===== config.mk =====
export PLATFORM = sky130hd
export DESIGN_NAME = exc_seq
export DESIGN_NICKNAME = d
export VERILOG_FILES = /design/src/rtl/exc_pkg.sv /design/src/rtl/exc_stat_cnt.sv /design/src/rtl/exc_seq.sv
export SDC_FILE = /design/constraint.sdc
export NUM_CORES = 1
export LEC_CHECK = 0
export BUFFER_PORTS_ARGS = -buffer_cell sky130_fd_sc_hd__buf_2
export CORE_ASPECT_RATIO = 0.5
export CORE_MARGIN = 2
export CORE_UTILIZATION = 31
export DETAILED_ROUTE_END_ITERATION = 7
export SYNTH_ARGS = -nofsm -noshare
export SYNTH_HDL_FRONTEND = slang
export SYNTH_HIERARCHICAL = 1
export SYNTH_SLANG_ARGS = --single-unit

===== constraint.sdc =====
create_clock -name clk -period 3.9 [get_ports clk]
set_clock_uncertainty 0.1 [all_clocks]
set_input_delay 0.78 -clock clk [delete_from_list [all_inputs] [get_ports clk]]
set_output_delay 0.78 -clock clk [all_outputs]
set_load 0.01 [all_outputs]

===== src/rtl/exc_pkg.sv =====
// Shared definitions for the exception/interrupt sequencer: FSM encoding,
// cp0 register select codes and the default handler entry point.
package exc_pkg;

    typedef enum logic [1:0] {
        ST_IDLE   = 2'd0,
        ST_SAVE   = 2'd1,
        ST_ENTER  = 2'd2,
        ST_RETURN = 2'd3
    } exc_state_t;

    localparam logic [4:0] SEL_SR    = 5'd12;
    localparam logic [4:0] SEL_CAUSE = 5'd13;
    localparam logic [4:0] SEL_EPC   = 5'd14;
    localparam logic [4:0] SEL_PRID  = 5'd15;

    localparam logic [31:0] DEFAULT_HANDLER_ADDR = 32'h0000_4180;

endpackage


===== src/rtl/exc_stat_cnt.sv =====
// Saturating event counter with increment and synchronous clear.
module exc_stat_cnt #(
    parameter int W = 16
) (
    input  logic         clk,
    input  logic         rst,
    input  logic         clr,
    input  logic         inc,
    output logic [W-1:0] count
);

    logic [W-1:0] count_reg;

    always_ff @(posedge clk) begin
        if (rst || clr) begin
            count_reg <= '0;
        end else if (inc && (count_reg != {W{1'b1}})) begin
            count_reg <= count_reg + 1'b1;
        end
    end

    assign count = count_reg;

endmodule


===== src/rtl/exc_seq.sv =====
// Exception/interrupt entry and ERET exit sequencer between control and cp0.
// Optional accepted-interrupt counter is built when EXC_SEQ_STATS_EN is defined.
module exc_seq
    import exc_pkg::*;
#(
    parameter logic [31:0] HANDLER_ADDR = DEFAULT_HANDLER_ADDR,
    parameter int          CNT_W        = 16
) (
    input  logic             clk,
    input  logic             rst,
    input  logic             intreq,
    input  logic             instr_done,
    input  logic             eret,
    input  logic [31:0]      next_pc,
    input  logic [31:0]      epc,
    output logic [31:0]      cp0_pc,
    output logic             cp0_wen,
    output logic [4:0]       cp0_sel,
    output logic             exlset,
    output logic             exlclr,
    output logic             pc_redirect,
    output logic [31:0]      redirect_pc,
    output logic             stall,
    output logic [CNT_W-1:0] int_count
);

    exc_state_t  state_reg, state_next;
    logic [31:0] cp0_pc_reg;
    logic [31:0] redirect_pc_reg;
    logic [4:0]  cp0_sel_reg;
    logic        cp0_wen_reg;
    logic        exlset_reg;
    logic        exlclr_reg;
    logic        pc_redirect_reg;
    logic        stall_reg;

    // ERET wins over a simultaneous interrupt; other states always fall through.
    always_comb begin
        state_next = state_reg;
        case (state_reg)
            ST_IDLE: begin
                if (instr_done && eret) begin
                    state_next = ST_RETURN;
                end else if (instr_done && intreq) begin
                    state_next = ST_SAVE;
                end
            end
            ST_SAVE:   state_next = ST_ENTER;
            ST_ENTER:  state_next = ST_IDLE;
            ST_RETURN: state_next = ST_IDLE;
            default:   state_next = ST_IDLE;
        endcase
    end

    // Outputs are registered off the next state so they are valid for the
    // whole cycle spent in that state, with no input-to-output path.
    always_ff @(posedge clk) begin
        if (rst) begin
            state_reg       <= ST_IDLE;
            cp0_pc_reg      <= '0;
            redirect_pc_reg <= '0;
            cp0_sel_reg     <= '0;
            cp0_wen_reg     <= 1'b0;
            exlset_reg      <= 1'b0;
            exlclr_reg      <= 1'b0;
            pc_redirect_reg <= 1'b0;
            stall_reg       <= 1'b0;
        end else begin
            state_reg       <= state_next;
            cp0_wen_reg     <= (state_next == ST_SAVE);
            cp0_sel_reg     <= (state_next == ST_SAVE) ? SEL_EPC : 5'd0;
            exlset_reg      <= (state_next == ST_SAVE);
            exlclr_reg      <= (state_next == ST_RETURN);
            pc_redirect_reg <= (state_next == ST_ENTER) || (state_next == ST_RETURN);
            stall_reg       <= (state_next != ST_IDLE);
            if (state_reg == ST_IDLE && state_next == ST_SAVE) begin
                cp0_pc_reg <= next_pc;
            end
            if (state_next == ST_ENTER) begin
                redirect_pc_reg <= HANDLER_ADDR;
            end else if (state_next == ST_RETURN) begin
                redirect_pc_reg <= epc;
            end
        end
    end

    assign cp0_pc      = cp0_pc_reg;
    assign cp0_wen     = cp0_wen_reg;
    assign cp0_sel     = cp0_sel_reg;
    assign exlset      = exlset_reg;
    assign exlclr      = exlclr_reg;
    assign pc_redirect = pc_redirect_reg;
    assign redirect_pc = redirect_pc_reg;
    assign stall       = stall_reg;

`ifdef EXC_SEQ_STATS_EN
    exc_stat_cnt #(
        .W(CNT_W)
    ) u_stat_cnt (
        .clk   (clk),
        .rst   (rst),
        .clr   (1'b0),
        .inc   (state_reg == ST_ENTER),
        .count (int_count)
    );
`else
    assign int_count = '0;
`endif

endmodule


==> results.py <==
metrics = {
    "outcome": {
        "status": "finished, final reports clean",
    },
    "critical_path": {
        "r2r_start": "state_reg[1]$_SDFF_PP0_",
        "required_ps": 4050,
        "endpoint_kind": "register",
        "reg2reg_slack_ps": 2160,
        "path_max_fanout": 19,
        "critical_path_class": "input port to register",
        "setup.worst_path.start": "instr_done",
        "cp-start-kind": "input port",
        "critPathArrivalTime_ps": 2080,
    },
    "sta": {
        "max_slew.worst_pin.slew_ps": 1020,
        "setup_violations": 0,
        "min_period_ps": 1930,
        "period_share": 0.494,
        "fmax_mhz": 519,
        "slew_headroom": 0.318,
        "slew_violations": 0,
        "tns_ps": 0,
        "hold_viol": 0,
        "rsz0062_at_grt": "false",
    },
    "global_route": {
        "grt_pass1_vias": 2230,
        "grt_max_degree": 73,
        "grt_pass1_wl_um": 10500,
        "grt_overflow": 0,
        "track_usage": 0.130,
        "grt_antenna_before_repair": 0,
    },
    "floorplan": {
        "die_w_um": 142,
        "io-pin-count": 159,
        "row_count": 25,
        "start_util": 0.317,
        "dieArea_um2": 10400,
        "die_h_um": 73.1,
        "core-area_um2": 9350,
    },
    "cts": {
        "cts_buffers": 9,
        "cts_sinks": 70,
        "htreeDepth": 3,
        "clk_pin_slew_ps": 50,
        "cts_root_buf": "clkbuf_16",
        "cts_tree": "built",
        "cts_buffer_depth": 2,
        "cts_hold_buf": 0,
        "post_cts_resized": 0,
        "cts_setup_buffers": 0,
        "clk_latency_ps": 320,
    },
    "logic_synthesis": {
        "synth_cell_types": 24,
        "yosysSeqAreaShare": 0.473,
        "netlist_instances": 323,
        "syn-cell-area_um2": 2960,
        "yosysWarnings": 6,
        "ys_ff_latch": 70,
        "avgSynthCellArea_um2": 9.17,
    },
    "cells_and_area": {
        "nFillCells": 993,
        "multi_input_area_um2": 1320,
        "antennaDiodeCount": 0,
        "area.growth.synth_to_final_pct": 31.6,
        "register_area_um2": 1400,
        "layout-drive-gt1-share": 0.352,
        "fin_nets": 520,
    },
    "worst_hold_path": {
        "hp-class": "register to register",
        "hp-start": "redirect_pc[31]$_SDFFE_PP0N_",
    },
    "pwr": {
        "powerDensity_nw_per_um2": 447,
        "power_switching_w": 0.000387,
        "clkPwrFrac": 0.455,
        "power_w": 0.00174,
        "total_leakage_power_nw": 1.79,
        "peakVddDrop_uv": 196,
        "internal_power_w": 0.00136,
        "swShare": 0.222,
        "p_seq_frac": 0.437,
        "power_frac_comb": 0.108,
    },
    "detailed_routing": {
        "ant_nets": 0,
        "drt_iter0_markers": 83,
        "route.detailed.drc": 0,
        "totalWireLength_um": 6730,
        "wl_per_cell_um": 11.7,
        "vias": 2452,
        "drtPass1Iterations": 4,
        "vias_per_cell": 4.26,
    },
    "flow_run": {
        "maxCapViolations": 0,
    },
    "placed_design": {
        "dp.final_hpwl_um": 4640,
        "gp_congestion": 0.727,
        "io_buffers": 140,
    },
}
==> critical path, stage by stage <==
cell and delay [ps]:
buf_2 110, or3b_4 410, nor3b_4 200, buf_4 350
mux2i_1 220
==> per-stage QoR <==
stage	cell area (µm²)	hold WS, ps	util	std cells	worst slack (ps)
after detailed placement	3610	343	0.386	561	1620
final	3900	348	0.417	575	1970
after global placement	3610	340	0.386	561	1670
after global routing	3900	367	0.417	575	1880
after floorplan	3030	375	-	340	1940
after CTS	3900	350	0.417	575	1970
==> power groups by stage <==
stage	Clock, W	Sequential [W]	Combinational, W
2_1_floorplan	0	0.000790	0.000115
3_3_place_gp	0	0.000776	0.000190
3_5_place_dp	0	0.000776	0.000192
4_1_cts	0.000820	0.000762	0.000193
5_1_grt	0.000854	0.000765	0.000211
6_report	0.000792	0.000762	0.000189
==> final timing paths <==
| check | endpoint | cells after the start |
|---|---|---|
| setup reg to reg | cp0_pc[0]$_SDFFE_PP0P_ | 4 |
| hold / removal | redirect_pc[31]$_SDFFE_PP0N_ | 2 |
| setup / recovery | cp0_pc[0]$_SDFFE_PP0P_ | 5 |
| hold reg to reg | redirect_pc[31]$_SDFFE_PP0N_ | 2 |
==> Yosys cell counts <==
cell type  count  area share
a211oi_1       1      0.0025
a21oi_1       32       0.054
a21o_1         1      0.0025
buf_12         3       0.020
a21o_2         1      0.0030
nand2b_1      64        0.14
nand4bb_1      1      0.0038
nor3b_1        3      0.0076
buf_2          3      0.0051
or3b_4         1      0.0038
nor4b_1        1      0.0030
o21ai_0        1      0.0017
buf_6          1      0.0038
nor3_1         4      0.0068
nor2_1         4      0.0051
nor3b_2        1      0.0042
clkbuf_1      15       0.019
and4bb_2       1      0.0042
nand2_1       58       0.074
inv_1          2      0.0025
dfxtp_1       70        0.47
buf_4         22       0.056
mux2i_1       32        0.11
conb_1         1      0.0013
==> cell families (layout without fill, tap and decap cells) <==
kind of cell | after synthesis | count (layout) | synth area share
other | 1 | 18 | 0.00127
buffers and inverters | 46 | 160 | 0.106
and+or+nand+nor | 138 | 138 | 0.247
AOI/OAI and AO/OA | 36 | 36 | 0.0638
DFF | 70 | 70 | 0.473
muxes | 32 | 32 | 0.108
==> layer usage <==
layer,vias up,track usage,part of all wire
met2,69,0.229,0.51
met3,9,0.0499,0.062
met5,-,0,0
met1,1122,0.142,0.42
li1,1252,-,-
met4,0,0.0600,0.015
==> area by class of cell <==
class                           instances  share of cell area
Clock buffer                           13              0.0668
Clock inverter                          1             0.00771
Inverter                                2             0.00193
Multi-Input combinational cell        224               0.338
Sequential cell                        70               0.360
Tap cell                              121              0.0389
Timing Repair Buffer                  144               0.188
==> layout by cell type, fill, tap and decap left out, types with 2 or more instances in the layout <==
| cell | instances |
|---|---|
| buf_2 | 140 |
| dfxtp_1 | 70 |
| nand2b_1 | 64 |
| nand2_1 | 58 |
| mux2i_1 | 32 |
| a21oi_1 | 32 |
| conb_1 | 18 |
| clkbuf_16 | 9 |
| nor2_1 | 4 |
| nor3_1 | 4 |
| buf_4 | 4 |
| nor3b_1 | 3 |
| inv_1 | 2 |
| clkbuf_1 | 2 |
| clkbuf_8 | 2 |
(Power assumes the default switching activity.)
